`config.mk`:
```
export PLATFORM = sky130hd
export DESIGN_NAME = rc4_stream_xor_flat
export DESIGN_NICKNAME = d
export VERILOG_FILES = /design/src/rtl/rc4_pkg.sv /design/src/rtl/rc4_stream_xor_if.sv /design/src/rtl/rc4_ks_fifo.sv /design/src/rtl/rc4_stream_xor.sv /design/src/flat_wrapper.sv
export SDC_FILE = /design/constraint.sdc
export NUM_CORES = 1
export LEC_CHECK = 0
export CORE_AREA = 2 2 158 160
export CTS_CLUSTER_DIAMETER = 150
export DETAILED_ROUTE_END_ITERATION = 10
export DIE_AREA = 0 0 160 162
export PLACE_DENSITY = 0.41
export SKIP_CTS_REPAIR_TIMING = 1
export SLEW_MARGIN = 20
export SYNTH_ARGS = -nofsm -noshare
export SYNTH_HDL_FRONTEND = slang
export SYNTH_SLANG_ARGS = --single-unit
export TNS_END_PERCENT = 30
```
`constraint.sdc`:
```
create_clock -name clk -period 6.97 [get_ports clk]
set_input_delay 1.394 -clock clk [delete_from_list [all_inputs] [get_ports clk]]
set_output_delay 1.394 -clock clk [all_outputs]
set_load 0.01 [all_outputs]
```
`src/rtl/rc4_pkg.sv`:
```
`default_nettype none
// +----------------------------------------------------------------------+
// | rc4_pkg                                                              |
// | Shared byte width and keystream drop/run state encoding.             |
// | Revision: 1.0                                                        |
// +----------------------------------------------------------------------+
package rc4_pkg;

    localparam int BYTE_W = 8;

    typedef enum logic [0:0] {
        ST_DROP = 1'b0,
        ST_RUN  = 1'b1
    } state_t;

endpackage
`default_nettype wire

```
`src/rtl/rc4_stream_xor_if.sv`:
```
`default_nettype none
// +----------------------------------------------------------------------+
// | rc4_stream_xor_if                                                    |
// | Keystream, plaintext and ciphertext handshakes plus status outputs.  |
// | Revision: 1.0                                                        |
// +----------------------------------------------------------------------+
interface rc4_stream_xor_if #(
    parameter int ADDR_W = 4
);
    import rc4_pkg::*;

    logic              flush;
    logic              ks_valid;
    logic [BYTE_W-1:0] ks_byte;
    logic              din_valid;
    logic [BYTE_W-1:0] din;
    logic              din_ready;
    logic              dout_valid;
    logic [BYTE_W-1:0] dout;
    logic              dout_ready;
    logic [ADDR_W:0]   fifo_level;
    logic              overflow;

    modport master (
        output flush, ks_valid, ks_byte, din_valid, din, dout_ready,
        input  din_ready, dout_valid, dout, fifo_level, overflow
    );

    modport slave (
        input  flush, ks_valid, ks_byte, din_valid, din, dout_ready,
        output din_ready, dout_valid, dout, fifo_level, overflow
    );

endinterface
`default_nettype wire

```
`src/rtl/rc4_ks_fifo.sv`:
```
`default_nettype none
// +----------------------------------------------------------------------+
// | rc4_ks_fifo                                                          |
// | Synchronous keystream FIFO; a push into a full FIFO lands only when  |
// | a pop happens in the same cycle.                                     |
// | Revision: 1.0                                                        |
// +----------------------------------------------------------------------+
module rc4_ks_fifo
    import rc4_pkg::*;
#(
    parameter int FIFO_DEPTH = 16,
    parameter int ADDR_W     = 4
) (
    input  wire logic              clk,
    input  wire logic              rst,
    input  wire logic              flush,
    input  wire logic              push,
    input  wire logic              pop,
    input  wire logic [BYTE_W-1:0] din,
    output logic      [BYTE_W-1:0] head,
    output logic      [ADDR_W:0]   level,
    output logic                   full
);

    localparam int LVL_W = ADDR_W + 1;

    logic [BYTE_W-1:0] mem [FIFO_DEPTH];
    logic [ADDR_W-1:0] wr_ptr;
    logic [ADDR_W-1:0] rd_ptr;
    logic [ADDR_W:0]   count;
    logic              empty;
    logic              wr_en;
    logic              rd_en;

    assign full  = (count == LVL_W'(FIFO_DEPTH));
    assign empty = (count == '0);
    assign rd_en = pop && !empty;
    assign wr_en = push && !flush && (!full || rd_en);
    assign head  = mem[rd_ptr];
    assign level = count;

    // Storage carries no reset; only the pointers define what is valid.
    always_ff @(posedge clk) begin
        if (wr_en) begin
            mem[wr_ptr] <= din;
        end
    end

    always_ff @(posedge clk or negedge rst) begin
        if (!rst) begin
            wr_ptr <= '0;
            rd_ptr <= '0;
            count  <= '0;
        end else if (flush) begin
            wr_ptr <= '0;
            rd_ptr <= '0;
            count  <= '0;
        end else begin
            if (wr_en) begin
                wr_ptr <= wr_ptr + ADDR_W'(1);
            end
            if (rd_en) begin
                rd_ptr <= rd_ptr + ADDR_W'(1);
            end
            case ({wr_en, rd_en})
                2'b10:   count <= count + LVL_W'(1);
                2'b01:   count <= count - LVL_W'(1);
                default: count <= count;
            endcase
        end
    end

endmodule
`default_nettype wire

```
`src/rtl/rc4_stream_xor.sv`:
```
`default_nettype none
// +----------------------------------------------------------------------+
// | rc4_stream_xor                                                       |
// | Buffers free-running RC4 keystream, optionally drops the first       |
// | DROP_N bytes, and XORs it onto a valid/ready plaintext stream.       |
// | Revision: 1.0                                                        |
// +----------------------------------------------------------------------+
module rc4_stream_xor
    import rc4_pkg::*;
#(
    parameter int FIFO_DEPTH = 16,
    parameter int ADDR_W     = 4,
    parameter int DROP_N     = 0
) (
    input  wire logic       clk,
    input  wire logic       rst,
    rc4_stream_xor_if.slave bus
);

    localparam state_t      RESET_STATE = (DROP_N == 0) ? ST_RUN : ST_DROP;
    localparam logic [15:0] DROP_LAST   = (DROP_N == 0) ? 16'd0 : 16'(DROP_N - 1);

    state_t            state;
    state_t            state_next;
    logic [15:0]       drop_cnt;
    logic [15:0]       drop_cnt_next;
    logic              ks_push;
    logic              din_ready;
    logic              fire;
    logic              full;
    logic [BYTE_W-1:0] head;
    logic [ADDR_W:0]   level;
    logic              dout_valid;
    logic [BYTE_W-1:0] dout_q;
    logic              overflow;

    always_ff @(posedge clk or negedge rst) begin
        if (!rst) begin
            state    <= RESET_STATE;
            drop_cnt <= '0;
        end else begin
            state    <= state_next;
            drop_cnt <= drop_cnt_next;
        end
    end

    always_comb begin
        state_next    = state;
        drop_cnt_next = drop_cnt;
        ks_push       = 1'b0;
        if (bus.flush) begin
            state_next    = RESET_STATE;
            drop_cnt_next = '0;
        end else begin
            case (state)
                ST_DROP: begin
                    if (bus.ks_valid) begin
                        drop_cnt_next = drop_cnt + 16'd1;
                        if (drop_cnt == DROP_LAST) begin
                            state_next = ST_RUN;
                        end
                    end
                end
                ST_RUN:  ks_push = bus.ks_valid;
                default: state_next = RESET_STATE;
            endcase
        end
    end

    // Ready looks only at registered occupancy, so a byte pushed this cycle
    // cannot be consumed until the next one.
    assign din_ready = !bus.flush && (level != '0) && (!dout_valid || bus.dout_ready);
    assign fire      = bus.din_valid && din_ready;

    rc4_ks_fifo #(
        .FIFO_DEPTH (FIFO_DEPTH),
        .ADDR_W     (ADDR_W)
    ) u_fifo (
        .clk   (clk),
        .rst   (rst),
        .flush (bus.flush),
        .push  (ks_push),
        .pop   (fire),
        .din   (bus.ks_byte),
        .head  (head),
        .level (level),
        .full  (full)
    );

    always_ff @(posedge clk or negedge rst) begin
        if (!rst) begin
            dout_valid <= 1'b0;
            dout_q     <= '0;
            overflow   <= 1'b0;
        end else if (bus.flush) begin
            dout_valid <= 1'b0;
            dout_q     <= '0;
            overflow   <= 1'b0;
        end else begin
            if (fire) begin
                dout_valid <= 1'b1;
                dout_q     <= bus.din ^ head;
            end else if (bus.dout_ready) begin
                dout_valid <= 1'b0;
            end
            if (ks_push && full && !fire) begin
                overflow <= 1'b1;
            end
        end
    end

    assign bus.din_ready  = din_ready;
    assign bus.dout_valid = dout_valid;
    assign bus.dout       = dout_q;
    assign bus.fifo_level = level;
    assign bus.overflow   = overflow;

endmodule
`default_nettype wire

```
`src/flat_wrapper.sv`:
```
// flat-port wrapper written by rule: the top's interface ports become plain ports
module rc4_stream_xor_flat import rc4_pkg::*;
#(
    parameter int FIFO_DEPTH = 16,
    parameter int ADDR_W     = 4,
    parameter int DROP_N     = 0
)
  (clk, rst, bus_flush, bus_ks_valid, bus_ks_byte, bus_din_valid, bus_din, bus_dout_ready, bus_din_ready, bus_dout_valid, bus_dout, bus_fifo_level, bus_overflow);
  rc4_stream_xor_if #(.ADDR_W(ADDR_W)) bus_i ();
  input  wire logic clk;
  input  wire logic rst;
  input wire logic [$bits(bus_i.flush)-1:0] bus_flush;
  input wire logic [$bits(bus_i.ks_valid)-1:0] bus_ks_valid;
  input wire logic [$bits(bus_i.ks_byte)-1:0] bus_ks_byte;
  input wire logic [$bits(bus_i.din_valid)-1:0] bus_din_valid;
  input wire logic [$bits(bus_i.din)-1:0] bus_din;
  input wire logic [$bits(bus_i.dout_ready)-1:0] bus_dout_ready;
  output wire logic [$bits(bus_i.din_ready)-1:0] bus_din_ready;
  output wire logic [$bits(bus_i.dout_valid)-1:0] bus_dout_valid;
  output wire logic [$bits(bus_i.dout)-1:0] bus_dout;
  output wire logic [$bits(bus_i.fifo_level)-1:0] bus_fifo_level;
  output wire logic [$bits(bus_i.overflow)-1:0] bus_overflow;
  assign bus_i.flush = bus_flush;
  assign bus_i.ks_valid = bus_ks_valid;
  assign bus_i.ks_byte = bus_ks_byte;
  assign bus_i.din_valid = bus_din_valid;
  assign bus_i.din = bus_din;
  assign bus_i.dout_ready = bus_dout_ready;
  assign bus_din_ready = bus_i.din_ready;
  assign bus_dout_valid = bus_i.dout_valid;
  assign bus_dout = bus_i.dout;
  assign bus_fifo_level = bus_i.fifo_level;
  assign bus_overflow = bus_i.overflow;
  rc4_stream_xor #(.FIFO_DEPTH(FIFO_DEPTH), .ADDR_W(ADDR_W), .DROP_N(DROP_N)) u_core (.clk(clk), .rst(rst), .bus(bus_i));
endmodule
```
==> flow_summary.json <==
{
  "ys_seq_elements": 168,
  "netlist_area_mm2": 0.00718,
  "dieHeight_um": 162,
  "utilization_pct": 35.0,
  "synth_top_cell_by_area": "edfxtp_1",
  "grt_pass1_vias": 4094,
  "multi_input_area_mm2": 0.00215,
  "max_freq_mhz": 222,
  "final_net_count": 521,
  "cts-buffers-inserted": 17,
  "layout_common_cells": "edfxtp_1 (128), dfrtp_1 (38), clkdlybuf4s50_1 (36), mux4_2 (32), nor2_1 (31)",
  "drt_wl_total_um": 16100,
  "rsz0062_at_grt": "false",
  "synth_nets": 482,
  "tightest_slew_ps": 977,
  "cp.required_ps": 5580,
  "grt_max_degree": 41,
  "cp_data_arrival_time_ps": 3110,
  "initialDrtViolationCount": 375,
  "setup_viol_count_final": 0,
  "hold_ws_ps": 506,
  "whs_endpoint": "u_core.state",
  "ios": 38,
  "clk_pin_slew_ps": 60,
  "cts.htree.levels": 4,
  "diodes": 0,
  "worstReg2RegEnd": "u_core.u_fifo.level[4]",
  "hold_class": "reg2reg",
  "std_cell_rows": 57,
  "yosys.area.top_type_share_pct": 53.5,
  "finalSetupTns_ps": 0,
  "cts_tree": "done",
  "final_common_cell": "edfxtp_1",
  "drt_pass1_iterations": 4,
  "finalCritPeriodShare_pct": 64.6,
  "dp_hpwl_um": 10200,
  "yosysSeqAreaShare_pct": 67.5,
  "slew_headroom_pct": 34.8,
  "gp_congestion": 0.718,
  "status": "complete, no violations",
  "vias": 3860,
  "syn_area_per_cell_um2": 16.0,
  "hold_start": "u_core.state",
  "register_area_mm2": 0.00485,
  "endpoint_kind": "primary output",
  "nFillCells": 2366,
  "ys_types": 50,
  "drive_above_1_share_pct": 15.4,
  "root_buffer": "clkbuf_16",
  "fp.coreArea_mm2": 0.0241,
  "ir_worst_vdd_uv": 146,
  "period_needed_ps": 4500,
  "synthesis.instances": 449,
  "start_kind": "input port",
  "timing.rr.start": "u_core.u_fifo.level[1]",
  "fp.dieArea_mm2": 0.0259,
  "finalHoldViolations": 0,
  "gr-total-overflow": 0,
  "portBuffers": 37,
  "critPathMaxFanout": 37,
  "layout_setup_ws_ps": 2470,
  "hold_depth": 2,
  "wl_per_cell_um": 19.5,
  "ant_nets": 0,
  "path_class": "in2out",
  "syn_to_final_growth_pct": 17.6,
  "vias_per_cell": 4.68,
  "clk_latency_ps": 420,
  "grtUsageTotal_pct": 13.1,
  "synth.area.top_cells": "edfxtp_1 (54%), dfrtp_1 (14%), mux4_2 (10%)",
  "grt_first_pass_wirelength_um": 25000,
  "maxCapViolations": 0,
  "reg2reg_slack_ps": 3970,
  "antenna_found_initial": 0,
  "drv_slew": 0,
  "leakagePower_nw": 2.84,
  "drc": 0,
  "ys_warn_count": 0,
  "place_ws_ps": 2460,
  "reg2regPathDepth": 10,
  "skew_ps": 9.13,
  "power_density_mw_per_mm2": 292,
  "clockBufferDepth": 2,
  "die_x_um": 160,
  "start_util_pct": 29.8,
  "cts.sinks": 168
}
==> state kept, by name (all words and copies together) (netlist names) <==
name / count
u_core.u_fifo.wr_ptr: 4
u_core.u_fifo.level: 5
u_core.drop_cnt: 16
u_core.u_fifo.rd_ptr: 4
u_core.bus.overflow: 1
u_core.u_fifo.mem: 128
u_core.bus.dout_valid: 1
u_core.bus.dout: 8
u_core.state: 1
==> report_power, final <==
group | internal (mW) | switching [mW]
sequential | 1.12 | 0.0530
combinational | 0.165 | 0.191
clock | 0.559 | 0.379
total | 1.84 | 0.622
==> stage by stage <==
stage / area [um2] / instances / total power, mW
after floorplan: 7180 / 449 / 1.38
after global placement: 7860 / 793 / 1.56
after detailed placement: 7860 / 793 / 1.56
after CTS: 8440 / 825 / 2.51
after global routing: 8440 / 825 / 2.58
final: 8440 / 825 / 2.47
==> routing by layer <==
layer  routed length (um)  global-route usage, %
met5                    0                      0
met3                  495                   2.96
met1                 7700                   17.9
met4                  130                   3.56
met2                 7730                   21.2
==> critical path, cell delays in order <==
cell and delay (ps):
clkdlybuf4s50_1 460, buf_4 370, inv_2 220, o211a_1 160, clkdlybuf4s50_1 480
==> cells by family after synthesis <==
| family | share of synthesized area (%) |
|---|---|
| flops | 67.5 |
| simple gates | 7.97 |
| compound gates | 4.88 |
| mux | 12.1 |
| buf+inv | 2.49 |
| xor+xnor | 3.05 |
| fa+ha+maj | 2.02 |
==> Yosys cell counts, drive strengths merged <==
cell / n
a211oi: 1
a21o: 1
a21oi: 16
a221oi: 1
and2: 10
and3: 9
and4: 1
buf: 16
clkbuf: 5
clkinv: 1
dfrtp: 39
dfstp: 1
edfxtp: 128
fa: 1
ha: 10
inv: 14
mux2: 5
mux2i: 9
mux4: 32
nand2: 12
nand2b: 2
nand3: 14
nand4: 4
nor2: 31
nor2b: 3
nor3: 8
nor4: 4
nor4b: 2
o2111a: 1
o2111ai: 1
o211a: 2
o211ai: 3
o21ai: 20
o22a: 1
o22ai: 8
or2: 2
or3: 5
or4: 1
xnor2: 18
xor2: 7
==> cell type report <==
type	instances	area share [%]
sequential	168	57.4
multi-input combinational	245	25.5
clock buffer	18	5.08
tap	324	4.80
timing repair buffer	41	4.68
clock inverter	14	1.84
inverter	15	0.667
==> how the worst max path moves through the flow <==
stage | cells after the start | to | slack, ps | start
global placement | 5 | bus_din_ready | 2460 | bus_flush
global route | 5 | bus_din_ready | 2380 | bus_flush
detailed placement | 5 | bus_din_ready | 2460 | bus_flush
floorplan | 4 | bus_din_ready | 3490 | bus_flush
CTS | 5 | bus_din_ready | 2450 | bus_flush
finish | 5 | bus_din_ready | 2470 | bus_flush
No activity file was read; power rests on OpenSTA's default activity.
